<file path="config.mk">
export PLATFORM = sky130hd
export DESIGN_NAME = vga_timing_gen
export DESIGN_NICKNAME = d
export VERILOG_FILES = /design/src/rtl/vga_timing_gen.sv
export SDC_FILE = /design/constraint.sdc
export NUM_CORES = 1
export LEC_CHECK = 0
export ABC_CLOCK_PERIOD_IN_PS = 2700
export CAP_MARGIN = 5
export CORE_UTILIZATION = 45
export CTS_BUF_LIST = sky130_fd_sc_hd__clkbuf_16
export CTS_CLUSTER_SIZE = 16
export DETAILED_ROUTE_END_ITERATION = 7
export GPL_ROUTABILITY_DRIVEN = 1
export PLACE_DENSITY_LB_ADDON = 0.08
export SYNTH_ARGS = -nofsm -noshare
export SYNTH_HDL_FRONTEND = slang
export SYNTH_SLANG_ARGS = --single-unit
</file>
<file path="constraint.sdc">
create_clock -name clk_25 -period 2.7 [get_ports clk_25]
set_input_delay 0.54 -clock clk_25 [delete_from_list [all_inputs] [get_ports clk_25]]
set_output_delay 0.54 -clock clk_25 [all_outputs]
set_load 0.02 [all_outputs]
</file>
<file path="src/rtl/vga_timing_gen.sv">
// VGA raster timing generator with a scaled framebuffer window and incremental linear address.
// Define VGA_TIMING_FRAME_CNT_EN to add the 8-bit frame_count output.
module vga_timing_gen #(
  parameter int H_ACTIVE   = 640,
  parameter int H_FP       = 16,
  parameter int H_SYNC     = 96,
  parameter int H_BP       = 48,
  parameter int V_ACTIVE   = 480,
  parameter int V_FP       = 10,
  parameter int V_SYNC     = 2,
  parameter int V_BP       = 33,
  parameter bit H_POL      = 1'b0,
  parameter bit V_POL      = 1'b0,
  parameter int WIN_X0     = 0,
  parameter int WIN_Y0     = 0,
  parameter int WIN_W      = 160,
  parameter int WIN_H      = 120,
  parameter int SCALE_LOG2 = 2,
  parameter int CW         = 10,
  parameter int AW         = 15
) (
  input  logic          clk_25,
  input  logic          reset,
  output logic          h_sync,
  output logic          v_sync,
  output logic [CW-1:0] h_count,
  output logic [CW-1:0] v_count,
  output logic          bright,
  output logic [CW-1:0] pix_x,
  output logic [CW-1:0] pix_y,
  output logic [AW-1:0] pix_addr,
  output logic          line_start,
  output logic          frame_start
`ifdef VGA_TIMING_FRAME_CNT_EN
  ,
  output logic [7:0]    frame_count
`endif
);

  localparam logic [31:0] H_TOTAL      = 32'(H_ACTIVE + H_FP + H_SYNC + H_BP);
  localparam logic [31:0] V_TOTAL      = 32'(V_ACTIVE + V_FP + V_SYNC + V_BP);
  localparam logic [31:0] H_SYNC_START = 32'(H_ACTIVE + H_FP);
  localparam logic [31:0] H_SYNC_END   = 32'(H_ACTIVE + H_FP + H_SYNC);
  localparam logic [31:0] V_SYNC_START = 32'(V_ACTIVE + V_FP);
  localparam logic [31:0] V_SYNC_END   = 32'(V_ACTIVE + V_FP + V_SYNC);
  // Window bounds are exclusive on the upper side, in raster pixels.
  localparam logic [31:0] WIN_X1       = 32'(WIN_X0 + (WIN_W << SCALE_LOG2));
  localparam logic [31:0] WIN_Y1       = 32'(WIN_Y0 + (WIN_H << SCALE_LOG2));
  localparam logic [31:0] SUB_MASK     = 32'((1 << SCALE_LOG2) - 1);

  logic [CW-1:0] hc_q, hc_d;
  logic [CW-1:0] vc_q, vc_d;
  logic [AW-1:0] rowBase_q, rowBase_d;
  logic [31:0]   hcWide, vcWide, xOff, yOff;
  logic          hWrap, vWrap, inWinX, inWinY, bright_d;
  logic [CW-1:0] pixX_d, pixY_d;
  logic [AW-1:0] pixAddr_d;

  always_comb begin
    hcWide = 32'(hc_q);
    vcWide = 32'(vc_q);
    hWrap  = (hcWide == H_TOTAL - 32'd1);
    vWrap  = (vcWide == V_TOTAL - 32'd1);

    hc_d = hWrap ? '0 : hc_q + CW'(1);
    vc_d = vc_q;
    if (hWrap) vc_d = vWrap ? '0 : vc_q + CW'(1);

    xOff     = hcWide - 32'(WIN_X0);
    yOff     = vcWide - 32'(WIN_Y0);
    inWinX   = (hcWide >= 32'(WIN_X0)) && (hcWide < WIN_X1);
    inWinY   = (vcWide >= 32'(WIN_Y0)) && (vcWide < WIN_Y1);
    bright_d = inWinX && inWinY && (hcWide < 32'(H_ACTIVE)) && (vcWide < 32'(V_ACTIVE));

    pixX_d    = '0;
    pixY_d    = '0;
    pixAddr_d = '0;
    if (bright_d) begin
      pixX_d    = CW'(xOff >> SCALE_LOG2);
      pixY_d    = CW'(yOff >> SCALE_LOG2);
      pixAddr_d = rowBase_q + AW'(pixX_d);
    end

    // Row base advances once the last raster line of a source row finishes.
    rowBase_d = rowBase_q;
    if (hWrap) begin
      if (vWrap)
        rowBase_d = '0;
      else if (inWinY && ((yOff & SUB_MASK) == SUB_MASK))
        rowBase_d = rowBase_q + AW'(WIN_W);
    end
  end

  always_ff @(posedge clk_25 or posedge reset) begin
    if (reset) begin
      hc_q        <= '0;
      vc_q        <= '0;
      rowBase_q   <= '0;
      h_count     <= '0;
      v_count     <= '0;
      h_sync      <= ~H_POL;
      v_sync      <= ~V_POL;
      bright      <= 1'b0;
      pix_x       <= '0;
      pix_y       <= '0;
      pix_addr    <= '0;
      line_start  <= 1'b0;
      frame_start <= 1'b0;
    end else begin
      hc_q        <= hc_d;
      vc_q        <= vc_d;
      rowBase_q   <= rowBase_d;
      h_count     <= hc_q;
      v_count     <= vc_q;
      h_sync      <= (hcWide >= H_SYNC_START && hcWide < H_SYNC_END) ? H_POL : ~H_POL;
      v_sync      <= (vcWide >= V_SYNC_START && vcWide < V_SYNC_END) ? V_POL : ~V_POL;
      bright      <= bright_d;
      pix_x       <= pixX_d;
      pix_y       <= pixY_d;
      pix_addr    <= pixAddr_d;
      line_start  <= (hc_q == '0);
      frame_start <= (hc_q == '0) && (vc_q == '0);
    end
  end

`ifdef VGA_TIMING_FRAME_CNT_EN
  // The frame start reported right after reset release is not counted.
  logic firstFrame_q;

  always_ff @(posedge clk_25 or posedge reset) begin
    if (reset) begin
      frame_count  <= '0;
      firstFrame_q <= 1'b1;
    end else begin
      firstFrame_q <= 1'b0;
      if ((hc_q == '0) && (vc_q == '0) && !firstFrame_q)
        frame_count <= frame_count + 8'd1;
    end
  end
`endif

endmodule

</file>
# Word-level counts from Yosys, hierarchy flattened
# Cells that the tools add are included.
# word_totals
inputBits	2
register_bits	91
# classes
magnitude_cmp	6
reduce_logical	11
n_mux	9
add_sub_neg	4
eq_ne	3
# op_table
cell	count
15-bit two-way mux	3
10-bit by 1-bit adder with 10-bit output (second input constant)	2
10-bit equality test (second input constant)	2
10-bit zero test	2
10-bit < comparator (second input constant)	2
10-bit by 9-bit < comparator with 1-bit output (second input constant)	2
10-bit two-way mux	2
8-bit two-way mux	2
15-bit by 8-bit adder with 15-bit output	1
15-bit by 8-bit adder with 15-bit output (second input constant)	1
10-bit greater-or-equal comparator (second input constant)	1
10-bit by 9-bit greater-or-equal comparator with 1-bit output (second input constant)	1
1-bit logical AND	7
2-bit equality test (second input constant)	1
1-bit two-way mux	2
2-bit AND reduction	1
2-bit nonzero test	1

# Longest topological paths before layout
# depth
ltp_word	5
depth_mapped	7
ltp_nobuf	6

# Least setup slack after synthesis
# Ideal clock, no wire load.
# synth_path
kind	flip-flop to flip-flop
startpoint	reg hc_q[7]
endpoint	reg rowBase_q[10]
required_ps	2617
stages_incl_launch_ff	7
t_arrival_ps	2045
slack_ps	572
cell_sequence	dfrtp_1 buf_6 or4b_4 or3_1 clkbuf_2 or4_1 o21ai_0
# synth_via
elab_chain_cells	2
# synth_lines
element	line	source
from (decl)	51	logic [CW-1:0] hc_q, hc_d;
from (signal assigned)	96	hc_q <= '0;
from (signal assigned)	110	hc_q <= hc_d;
10-bit equality test	62	hWrap = (hcWide == H_TOTAL - 32'd1);
2-bit AND reduction (no source line)	--	
to (signal assigned)	112	rowBase_q <= rowBase_d;
to (decl)	53	logic [AW-1:0] rowBase_q, rowBase_d;
# No other way between the ends.
# A chain may end at the register's enable or synchronous reset.

# Final worst setup path
# layout_path
startpoint	reg hc_q[4]
endpoint	reg rowBase_q[8]
# The elaborated chain is that of the path after synthesis.

==> reports/metrics.yaml <==
path_cells: "or4b_4 > or3_1 > or4_1 > o21ai_0"
arrival_ns: 2.61
path_class: "register to register"
period_minus_slack_ns: 2.363
grt_pass1_wl_um: 11700
clk_pin_slew_ns: 0.06
synthArstFlopShare_pct: 100.0
layout-drive-gt1-share_pct: 7.368
crit_required_ns: 2.94
met2_length_um: 3293
path_max_fanout: 17
wl_met3_um: 272
post-route-period-util_pct: 87.53
track_usage_pct: 18.11
nNetsFinal: 386
drtPass1Iterations: 4
critPathMaxStageDelay_ns: 0.58
wl_um: 7013
cts-root-buf: "clkbuf_16"
routed.top_layer: "met4"
wl_met1_um: 3388
layout.area.seq_um2: 2155
final_core_util_pct: 59.15
fill_cells: 674
diodes: 0
grt_max_degree: 35
synth.distinct_cells: 50
whs_ns: 0.4148
synthDominantAreaCellType: "dfrtp_1"
maxCapViolCount: 0
p_total_mw: 2.417
crit_start: "hc_q[4]"
viasPerCell: 5.185
synth_warnings: 0
finalClockSkew_ns: 0.005126
grt_pass1_vias: 2368
status: "complete, no violations"
stdcell_count: 482
p_leak_nw: 2.075
dieArea_um2: 8281
die_x_um: 91
cts_resized: 0
syn_inst: 311
dpl-instance-area_um2: 4279
routedWlPerCell_um: 14.55
hold_buffers: 0
cts_tree: "yes"
synth_area_leaders: "dfrtp_1, and2_1, ha_1"
dr_total_vias: 2499
num_rows: 32
core_region_area_um2: 7687
dp.cells: 466
cp.depth: 4
ys.flop_type: "dfrtp_1"
drc_errors: 0
syn_area_um2: 3565
synth-edff-count: 0
hpwl_um: 4869
hold_depth: 0
cts_made_buffers: 9
gp_routability_congestion: 0.8116
r2r-start: "hc_q[4]"
clockBufferDepth: 2
power_per_cell_area_nw_per_um2: 531.6
h-tree-depth: 3
slew_headroom_pct: 53.98
overflow: 0
vdd.ir_drop.worst_mv: 0.4261
rr_endpoint: "rowBase_q[8]"
r2r_slack_ns: 0.34
syn_area_per_cell_um2: 11.46
timing.critical_path.buf_inv: 0
startpoint_type: "register"
slowest_stage: "or4_1"
crit_path_end: "rowBase_q[8]"
postLayoutCellArea_um2: 4547
finalHoldViolCount: 0
die_h_um: 91
fmax_ghz: 0.4231
clk_latency_ns: 0.32
area_delta_synth_final_pct: 27.55
dpl_worst_slack_ns: 0.3421
hp-class: "register to register"
multiInputGateArea_um2: 1296
initial_core_util_pct: 46.37
cts_setup_buffers: 0
synth_top_area_share_pct: 58.97
io_pins: 62
worstRegToRegCells: 4
worstSetupEndpointType: "register"
rsz0062_at_grt: "false"
final-setup-viol-count: 0
ys_seq_area_share_pct: 60.44
synth_seq_cells: 86
final.setup.worst_slack_ns: 0.3366
antenna_found_initial: 0
io_buffers: 57
tns_ns: 0
tightest_slew_ns: 0.6888
cts.sink_count: 86
finalMaxSlewViolations: 0
critPathTopFamily: "simple AND/OR/NAND/NOR gates"
ant_nets: 0
drt-initial-drc-count: 109
## cell usage in the layout, fill, tap and decap left out, types with 4 or more instances in the layout
cell              n
and2_1           22
clkdlybuf4s50_1  57
nand4_1           6
dfrtp_1          84
conb_1            6
inv_1            12
nand3_1          10
and3_1            7
o21ai_0          14
clkbuf_16         9
a21oi_1          14
nor2_1           18
nor3_1            4
a21o_1            5
nor4_1            6
or3_1            10
a31oi_1           4
xnor2_1           6
clkinvlp_4        4
xor2_1            7
buf_4             6
nand2_1          13
ha_1              9
or4_1             7
## synthesized netlist by cell type, drive strengths merged, types with 2 or more instances
cell type,count
and3,7
dfstp,2
nor4,6
nand2,13
nor3b,2
or3,10
nand4,6
a32o,2
nand4b,2
inv,11
o21ai,16
a31oi,4
nand2b,2
dfrtp,84
nor3,5
buf,8
o2bb2ai,2
a21o,5
or4,7
nand3,10
nor2,18
o31ai,2
a22o,3
xor2,7
and4,2
clkbuf,9
a21oi,14
ha,9
a211o,2
xnor2,6
and2,22
## area by class of cell
type | instances | area share [%]
Clock inverter | 7 | 0.9356
Timing Repair Buffer | 65 | 14.42
Inverter | 11 | 0.9906
Sequential cell | 86 | 47.39
Multi-Input combinational cell | 202 | 28.51
Tap cell | 102 | 2.807
Clock buffer | 9 | 4.953
## worst min path at each step
stage               startpoint          to  slack [ns]
floorplan              hc_q[4]  h_count[4]        0.35
global placement       hc_q[7]  h_count[7]        0.38
detailed placement     hc_q[7]  h_count[7]        0.40
CTS                    hc_q[7]  h_count[7]        0.42
global route           hc_q[7]  h_count[7]        0.43
finish                 hc_q[7]  h_count[7]        0.41
## kinds of logic after synthesis
family	Yosys count	synth area share, %
AND/OR/NAND/NOR	116	18.67
AO/OA/AOI/OAI	57	10.43
multiplexers	1	0.2808
buffers and inverters	28	3.721
adder cells (fa/ha/maj)	9	3.159
flip-flops	86	60.44
other	1	0.1052
XOR/XNOR	13	3.194
## flip-flops by register name (all words and copies together) (netlist names)
| register | count |
|---|---|
| bright | 1 |
| frame_start | 1 |
| h_count | 10 |
| h_sync | 1 |
| hc_q | 10 |
| line_start | 1 |
| pix_addr | 15 |
| pix_x | 8 |
| pix_y | 8 |
| rowBase_q | 10 |
| v_count | 10 |
| v_sync | 1 |
| vc_q | 10 |
## metal layers
layer,global-route usage (%),vias up
met5,0,-
met4,7.275,0
met3,2.931,4
met2,27.71,58
met1,25.94,1218
li1,-,1219
## where the power goes
group	switching [mW]	leakage [nW]	internal, mW
registers	0.000396	1.14	1.29
clock network	0.466	0.128	0.615
logic	0.0339	0.807	0.0104
Note: power is estimated with default switching activity, not from simulation.
